==> src/rtl/life_controller_pkg.sv <==
// Shared game definitions: life FSM states, default life counts, HUD mask helper.
// Pure declarations; no logic or timing of its own.
package life_controller_pkg;

  typedef enum logic [2:0] {
    IDLE,
    RESPAWN,
    INVULN,
    ALIVE,
    DYING,
    GAME_OVER
  } life_state_t;

  localparam int DFLT_START_LIVES   = 3;
  localparam int DFLT_MAX_LIVES     = 3;
  localparam int DFLT_DEATH_FRAMES  = 90;
  localparam int DFLT_INVULN_FRAMES = 120;

  // LSB-first thermometer: bit i set iff i < lives; callers size-cast to their icon count.
  function automatic logic [31:0] lives_to_mask(input int lives);
    logic [31:0] m;
    m = '0;
    for (int i = 0; i < 32; i++) begin
      m[i] = (i < lives);
    end
    return m;
  endfunction

endpackage

==> src/rtl/life_controller_if.sv <==
// Game-logic <-> life controller signal bundle; master is the game side, slave the controller.
// Single-cycle pulses and levels only; no backpressure.
interface life_controller_if
  import life_controller_pkg::*;
#(
  parameter int MAX_LIVES = DFLT_MAX_LIVES
);

  logic                 startOfFrame;
  logic                 playGame;
  logic                 hit;
  logic                 bonus_life;
  logic [MAX_LIVES-1:0] lives_mask;
  logic                 life_lost;
  logic                 respawn;
  logic                 freeze;
  logic                 invulnerable;
  logic                 game_over;

  modport master (
    output startOfFrame, playGame, hit, bonus_life,
    input  lives_mask, life_lost, respawn, freeze, invulnerable, game_over
  );

  modport slave (
    input  startOfFrame, playGame, hit, bonus_life,
    output lives_mask, life_lost, respawn, freeze, invulnerable, game_over
  );

endinterface

==> src/rtl/life_controller_frame_timer.sv <==
// Frame-pulse counter shared by the timed states; done is combinational on the terminal tick.
// Counter saturates at the terminal value so it can never wrap; clr has priority over tick.
module life_controller_frame_timer #(
  parameter int CNT_W = 7
) (
  input  logic             clk,
  input  logic             resetN,
  input  logic             clr,
  input  logic             tick,
  input  logic [CNT_W-1:0] last,
  output logic             done
);

  logic [CNT_W-1:0] count;

  // The terminal value is an input because INVULN and DYING use different lengths.
  assign done = tick && (count == last);

  always_ff @(posedge clk or negedge resetN) begin
    if (!resetN) begin
      count <= '0;
    end else if (clr) begin
      count <= '0;
    end else if (tick && (count != last)) begin
      count <= count + 1'b1;
    end
  end

endmodule

==> src/rtl/life_controller.sv <==
// Player life sequencer: death/respawn/invulnerability/game-over FSM plus spare-life count.
// All outputs registered; life_lost and lives_mask update one cycle after hit. No backpressure.
module life_controller
  import life_controller_pkg::*;
#(
  parameter int START_LIVES   = DFLT_START_LIVES,
  parameter int MAX_LIVES     = DFLT_MAX_LIVES,
  parameter int DEATH_FRAMES  = DFLT_DEATH_FRAMES,
  parameter int INVULN_FRAMES = DFLT_INVULN_FRAMES
) (
  input logic              clk,
  input logic              resetN,
  life_controller_if.slave bus
);

  localparam int LW = $clog2(MAX_LIVES + 1);
  localparam int CW = $clog2(((DEATH_FRAMES > INVULN_FRAMES) ? DEATH_FRAMES : INVULN_FRAMES) + 1);

  localparam logic [LW-1:0] START_L     = LW'(START_LIVES);
  localparam logic [LW-1:0] MAX_L       = LW'(MAX_LIVES);
  localparam logic [CW-1:0] DEATH_LAST  = CW'(DEATH_FRAMES - 1);
  localparam logic [CW-1:0] INVULN_LAST = CW'(INVULN_FRAMES - 1);

  life_state_t   state;
  logic [LW-1:0] lives;
  logic          last_life;
  logic          play_q;
  logic          respawn_r;
  logic          life_lost_r;
  logic          freeze_r;
  logic          invuln_r;
  logic          over_r;

  logic          play_rise;
  logic          timing;
  logic          timer_done;
  logic [CW-1:0] timer_last;
  logic [LW-1:0] hit_lives;
  logic          hit_last;

  function automatic logic [LW-1:0] sat_inc(input logic [LW-1:0] v);
    return (v >= MAX_L) ? v : v + 1'b1;
  endfunction

  assign play_rise  = bus.playGame && !play_q;
  assign timing     = (state == INVULN) || (state == DYING);
  assign timer_last = (state == INVULN) ? INVULN_LAST : DEATH_LAST;

  // Hit resolved first, then a coincident bonus: on the last life the bonus cancels
  // the game-over instead of adding to the count.
  always_comb begin
    hit_lives = (lives != '0) ? lives - 1'b1 : '0;
    hit_last  = (lives == '0);
    if (bonus_in()) begin
      if (lives == '0) begin
        hit_last = 1'b0;
      end else begin
        hit_lives = sat_inc(hit_lives);
      end
    end
  end

  function automatic logic bonus_in();
    return bus.bonus_life;
  endfunction

  // Cleared whenever not in a timed state, so each timed state starts from zero
  // and a frame pulse coinciding with the entry edge is not counted.
  life_controller_frame_timer #(
    .CNT_W (CW)
  ) u_timer (
    .clk    (clk),
    .resetN (resetN),
    .clr    (!timing),
    .tick   (bus.startOfFrame && timing),
    .last   (timer_last),
    .done   (timer_done)
  );

  always_ff @(posedge clk or negedge resetN) begin
    if (!resetN) begin
      state       <= IDLE;
      lives       <= START_L;
      last_life   <= 1'b0;
      play_q      <= 1'b0;
      respawn_r   <= 1'b0;
      life_lost_r <= 1'b0;
      freeze_r    <= 1'b0;
      invuln_r    <= 1'b0;
      over_r      <= 1'b0;
    end else begin
      play_q      <= bus.playGame;
      respawn_r   <= 1'b0;
      life_lost_r <= 1'b0;
      case (state)
        IDLE: begin
          if (play_rise) begin
            lives     <= START_L;
            state     <= RESPAWN;
            respawn_r <= 1'b1;
          end
        end
        RESPAWN: begin
          if (bus.bonus_life) lives <= sat_inc(lives);
          state    <= INVULN;
          invuln_r <= 1'b1;
        end
        INVULN: begin
          if (bus.bonus_life) lives <= sat_inc(lives);
          if (timer_done) begin
            state    <= ALIVE;
            invuln_r <= 1'b0;
          end
        end
        ALIVE: begin
          if (bus.hit) begin
            lives       <= hit_lives;
            last_life   <= hit_last;
            life_lost_r <= 1'b1;
            freeze_r    <= 1'b1;
            state       <= DYING;
          end else if (bus.bonus_life) begin
            lives <= sat_inc(lives);
          end
        end
        DYING: begin
          if (bus.bonus_life) begin
            if (last_life) last_life <= 1'b0;
            else           lives     <= sat_inc(lives);
          end
          if (timer_done) begin
            freeze_r <= 1'b0;
            if (last_life && !bus.bonus_life) begin
              state  <= GAME_OVER;
              over_r <= 1'b1;
            end else begin
              state     <= RESPAWN;
              respawn_r <= 1'b1;
            end
          end
        end
        GAME_OVER: begin
          if (play_rise) begin
            last_life <= 1'b0;
            lives     <= START_L;
            over_r    <= 1'b0;
            state     <= RESPAWN;
            respawn_r <= 1'b1;
          end
        end
        default: begin
          state    <= IDLE;
          freeze_r <= 1'b0;
          invuln_r <= 1'b0;
          over_r   <= 1'b0;
        end
      endcase
    end
  end

  assign bus.lives_mask   = MAX_LIVES'(lives_to_mask(int'(lives)));
  assign bus.life_lost    = life_lost_r;
  assign bus.respawn      = respawn_r;
  assign bus.freeze       = freeze_r;
  assign bus.invulnerable = invuln_r;
  assign bus.game_over    = over_r;

endmodule

==> src/flat_wrapper.sv <==
// flat-port wrapper written by rule: the top's interface ports become plain ports
module life_controller_flat import life_controller_pkg::*;
#(
  parameter int START_LIVES   = DFLT_START_LIVES,
  parameter int MAX_LIVES     = DFLT_MAX_LIVES,
  parameter int DEATH_FRAMES  = DFLT_DEATH_FRAMES,
  parameter int INVULN_FRAMES = DFLT_INVULN_FRAMES
)
  (clk, resetN, bus_startOfFrame, bus_playGame, bus_hit, bus_bonus_life, bus_lives_mask, bus_life_lost, bus_respawn, bus_freeze, bus_invulnerable, bus_game_over);
  life_controller_if #(.MAX_LIVES(MAX_LIVES)) bus_i ();
  input logic clk;
  input logic resetN;
  input wire logic [$bits(bus_i.startOfFrame)-1:0] bus_startOfFrame;
  input wire logic [$bits(bus_i.playGame)-1:0] bus_playGame;
  input wire logic [$bits(bus_i.hit)-1:0] bus_hit;
  input wire logic [$bits(bus_i.bonus_life)-1:0] bus_bonus_life;
  output wire logic [$bits(bus_i.lives_mask)-1:0] bus_lives_mask;
  output wire logic [$bits(bus_i.life_lost)-1:0] bus_life_lost;
  output wire logic [$bits(bus_i.respawn)-1:0] bus_respawn;
  output wire logic [$bits(bus_i.freeze)-1:0] bus_freeze;
  output wire logic [$bits(bus_i.invulnerable)-1:0] bus_invulnerable;
  output wire logic [$bits(bus_i.game_over)-1:0] bus_game_over;
  assign bus_i.startOfFrame = bus_startOfFrame;
  assign bus_i.playGame = bus_playGame;
  assign bus_i.hit = bus_hit;
  assign bus_i.bonus_life = bus_bonus_life;
  assign bus_lives_mask = bus_i.lives_mask;
  assign bus_life_lost = bus_i.life_lost;
  assign bus_respawn = bus_i.respawn;
  assign bus_freeze = bus_i.freeze;
  assign bus_invulnerable = bus_i.invulnerable;
  assign bus_game_over = bus_i.game_over;
  life_controller #(.START_LIVES(START_LIVES), .MAX_LIVES(MAX_LIVES), .DEATH_FRAMES(DEATH_FRAMES), .INVULN_FRAMES(INVULN_FRAMES)) u_core (.clk(clk), .resetN(resetN), .bus(bus_i));
endmodule
==> config.mk <==
export PLATFORM = sky130hd
export DESIGN_NAME = life_controller_flat
export DESIGN_NICKNAME = d
export VERILOG_FILES = /design/src/rtl/life_controller_pkg.sv /design/src/rtl/life_controller_if.sv /design/src/rtl/life_controller_frame_timer.sv /design/src/rtl/life_controller.sv /design/src/flat_wrapper.sv
export SDC_FILE = /design/constraint.sdc
export NUM_CORES = 1
export LEC_CHECK = 0
export BUFFER_PORTS_ARGS = -buffer_cell sky130_fd_sc_hd__clkbuf_2
export CAP_MARGIN = 15
export CELL_PAD_IN_SITES_DETAIL_PLACEMENT = 1
export CELL_PAD_IN_SITES_GLOBAL_PLACEMENT = 2
export CORE_MARGIN = 5
export CORE_UTILIZATION = 37
export DETAILED_ROUTE_END_ITERATION = 8
export MAX_ROUTING_LAYER = met4
export PLACE_DENSITY = 0.78
export SYNTH_ARGS = -nofsm -noshare
export SYNTH_HDL_FRONTEND = slang
export SYNTH_SLANG_ARGS = --single-unit
==> constraint.sdc <==
create_clock -name clk -period 3.85 [get_ports clk]
set_input_delay 0.1925 -clock clk [delete_from_list [all_inputs] [get_ports clk]]
set_output_delay 0.1925 -clock clk [all_outputs]
set_load 0.01 [all_outputs]
# After elaboration in Yosys (flattened, before gate mapping)

Cells that the tools add are included.

Register bits after elaboration: 19
Output and inout bits: 8
Logic and storage cells: 100

$add $sub $neg: 4
$lt $le $gt $ge: 5
Equality and inequality tests: 16
Multiplexer cells: 38
Bitwise gates (word level): 3
Reductions and logical operators: 24

Operator list:

| kind                                                      | count |
|---|---|
| two-way mux 2 bit                                         | 10 |
| AND reduction 4 bit                                       | 4 |
| two-way mux 3 bit                                         | 5 |
| case mux 3 bit (5 select lines)                           | 1 |
| two-way mux 7 bit                                         | 2 |
| two-way mux 1 bit                                         | 13 |
| case mux 1 bit (3 select lines)                           | 4 |
| OR reduction 4 bit                                        | 3 |
| inequality test 2 bit, second input constant              | 5 |
| inequality test 2 x 1 -> 1 bit, second input constant     | 4 |
| case mux 2 bit (4 select lines)                           | 1 |
| adder 7 x 1 -> 7 bit, second input constant               | 1 |
| equality test 7 bit                                       | 1 |
| inequality test 7 bit                                     | 1 |
| equality test 3 x 2 -> 1 bit, second input constant       | 2 |
| equality test 3 bit, second input constant                | 2 |
| two-way mux 6 bit                                         | 1 |
| logical AND 1 bit                                         | 5 |
| adder 2 x 1 -> 2 bit, second input constant               | 2 |
| greater-or-equal comparator 2 bit, second input constant  | 2 |
| less-than comparator 1 x 2 -> 1 bit, first input constant | 2 |
| nonzero test 4 bit                                        | 1 |
| OR reduction 2 bit                                        | 2 |
| equality test 3 x 1 -> 1 bit, second input constant       | 1 |
| 12 further kinds                                          | 15 |

# Depth between registers and ports, before layout

Depth in word-level cells: 8
Depth in mapped cells: 6
Depth with buffers taken out: 5

# Hierarchy

Synthesis repeated with hierarchy kept, for this count alone.

Cell total of the unflattened synthesis: 146
Area total of the unflattened synthesis: 1276.2 um2

By module, submodules not included:

| module                      | times used | cells an instance | area an instance (um2) | sequential area each (um2) |
|---|---|---|---|---|
| life_controller             | 1          | 99                | 838.3                  | 302.8 |
| life_controller_frame_timer | 1          | 47                | 437.9                  | 175.2 |

# Worst setup path before layout

OpenSTA, ideal clock, no wires.

Kind: register to register
From: register u_core.u_timer.count[2]
To: register u_core.u_timer.count[1]
Arrival: 1.496 ns
Slack: 2.230 ns
Cell stages (with the launch flop): 7
Buffers on the path: 1
Clock period less this slack: 1.620 ns
Path through: dfrtp_1 buf_6 or4b_1 mux2i_1 a21boi_2 mux2i_1 nor2_1

Cells in the longest elaborated chain, start to end: 3

RTL lines:

| item                                   | RTL line                          | text |
|---|---|---|
| start, declared                        | life_controller_frame_timer.sv:14 | `logic [CNT_W-1:0] count;` |
| start signal, assigned                 | life_controller_frame_timer.sv:25 | `count <= count + 1'b1;` |
| inequality test 7 bit                  | life_controller_frame_timer.sv:24 | `end else if (tick && (count != last)) begin` |
| logical AND 1 bit                      | life_controller_frame_timer.sv:24 |  |
| inequality test 2 bit (no source line) | -                                 |  |

No other way between the ends.
A chain may end at the register's enable or synchronous reset.

# Worst setup path in the final report

Same ends and word-level chain as after synthesis.

==> out/metrics.csv <==
metric,value,unit
synth-edff-count,0,
yosys_warnings,0,
fmax,0.551,GHz
cp_top_family,simple AND/OR/NAND/NOR gates,
placed_area,0.00121,mm^2
crit_top_cell,mux2i_1,
drtAntennaViolNets,0,
tightest_slew,494,ps
cp-end-kind,flip-flop,
crit_type,flip-flop to flip-flop,
synth_seq_cells,19,
fin_cells,169,
dpl.cell_count,163,
power_density,424,mW/mm^2
hold_path_class,input port to flip-flop,
grt_max_degree,20,
final_common_cell,dfrtp_1,
multi_input_area,608,um^2
clk_path_buf_depth,2,
crit_arrival,2010,ps
die_area,0.00429,mm^2
initial_core_util,38.0,%
synthFlopType,dfrtp_1,
num_rows,20,
cts_setup_buffers,0,
htreeDepth,1,
grt_overflow,0,
die_h,65.5,um
finClkSkew,1.65,ps
final_area,0.00125,mm^2
grt_pass1_wl,4.76,mm
drt_pass1_iterations,4,
slew_headroom,67.1,%
crit_path_start_kind,flip-flop,
seq_area,478,um^2
antenna_found_initial,0,
place_congestion,0.754,
routed_wl,2.86,mm
vias,968,
rsz0062_at_grt,no,
synthDistinctLibCells,44,
drt_iter0_drc,57,
setup_slack,2040,ps
slew_viol_final,0,
clk_latency,310,ps
worstPathRequired,4050,ps
cts.reportedPaths.clkPinSlew,110,ps
final-setup-viol-count,0,
syn_area_per_cell,9.13,um^2
nets,144,
fin_crit,1810,ps
numPortBuffers,13,
grt_usage,15.0,%
yosysTopAreaCellShare,37.3,%
maxCapViolations,0,
post-route-drc-count,0,
critPathMaxFanout,8,
die_w,65.5,um
ff2ff_setup_slack,2040,ps
yosysTopAreaCell,dfrtp_1,
cts_buffers,3,
nFillCells,369,
clock-sinks,19,
status,"finished, final reports clean",
hpwl,2.08,mm
layout_common_cells,"dfrtp_1 (17), nor2_1 (13), clkbuf_2 (13), a21oi_1 (10), o21ai_0 (10)",
slowest_delay,540,ps
final_layout_size_suffix_gt1_share,18.4,%
finalHoldViolCount,0,
cts_tree,yes,
cp_num_buf_inv,0,
ir_drop,0.248,mV
pre_cts_ws,2070,ps
slowest_stage,or4b_1,
synth-seq-area-share,41.9,%
cp_cell_sequence,or4b_1 -> mux2i_1 -> a21boi_2 -> mux2i_1 -> nor2_1,
avgRoutedWirePerCell,16.9,um
syn-cell-area,0.00114,mm^2
fin_crit_sh,47.1,%
antenna_cells,0,
fin_setup_tns,0,ps
hold_ws,123,ps
cts_root_buf,clkbuf_4,
syn_inst,125,
grt_pass1_vias,975,
synthArstFlopShare,100,%
core_area,0.00300,mm^2
synth_area_leaders,"dfrtp_1 (37%), dfstp_2 (4.6%), a21oi_1 (4.4%)",
synthesis.nets,132,
area_growth,9.87,%
p_leak,0.564,nW
viasPerCell,5.73,
pin_count,14,
[stage by stage]
step / power (mW) / utilization, %
after floorplan: 0.392 / -
after global placement: 0.420 / 40.2
after detailed placement: 0.428 / 40.2
after CTS: 0.538 / 41.4
after global routing: 0.578 / 41.8
final: 0.532 / 41.8
[cell type report]
| class | count | share of cell area (%) |
|---|---|---|
| Multi-Input combinational cell | 94 | 48.5 |
| Sequential cell | 19 | 38.1 |
| Timing Repair Buffer | 15 | 6.79 |
| Tap cell | 33 | 3.29 |
| Clock buffer | 4 | 2.10 |
| Inverter | 4 | 1.20 |
[logic make-up (layout without fill, tap and decap cells)]
logic type	after synthesis	count (layout)	synth area share, %
AND/OR/NAND/NOR	47	47	22.9
AO/OA/AOI/OAI	38	38	22.6
flip-flops	19	19	41.9
buffers and inverters	12	23	4.82
XOR/XNOR	4	4	3.07
multiplexers	4	4	3.62
adder cells (fa/ha/maj)	1	1	1.10
[what timing repair did]
| item | CTS | global route |
|---|---|---|
| hold buffers | 1 | 1 |
| gates resized for setup | 0 | 0 |
| endpoints found under the hold margin | 17 | 1 |
[final timing paths]
kind,start,end,depth (start not counted)
max,u_core.u_timer.count[2],u_core.u_timer.count[1],5
min,bus_hit,u_core.state[1],2
max reg2reg,u_core.u_timer.count[2],u_core.u_timer.count[1],5
min reg2reg,u_core.bus.freeze,u_core.bus.freeze,1
max in group asynchronous,resetN,u_core.lives[0],2
min in group asynchronous,resetN,u_core.state[2],2
[routing by layer]
layer | wire, um | track usage (%) | part of all wire (%)
met3 | 130 | 4.79 | 4.5
met5 | 0 | - | 0
met4 | 45 | 5.96 | 1.6
met1 | 1410 | 19.8 | 49
met2 | 1270 | 21.2 | 44
[report_power, final]
part	leakage, nW	internal, mW	switching [mW]
combinational	0.310	0.0610	0.0660
clock	0.0150	0.0405	0.0652
sequential	0.240	0.234	0.0647
[cell usage after synthesis, types with 3 or more instances]
master     n
dfrtp_1   17
nand2_1    4
nand3_1    3
inv_1      4
a21oi_1   10
clkbuf_1   5
mux2i_1    3
nand2b_1   6
nor2_1    13
nand4_1    5
o21ai_0   10
nor3b_1    3
xor2_1     3
[flip-flops by register name, indices dropped and copies added (netlist names)]
register,flops
u_core.u_timer.count,7
u_core.state,3
u_core.lives,2
u_core.bus.freeze,1
u_core.bus.game_over,1
u_core.bus.invulnerable,1
u_core.bus.life_lost,1
u_core.bus.respawn,1
u_core.last_life,1
u_core.play_q,1
(Power assumes the default switching activity.)
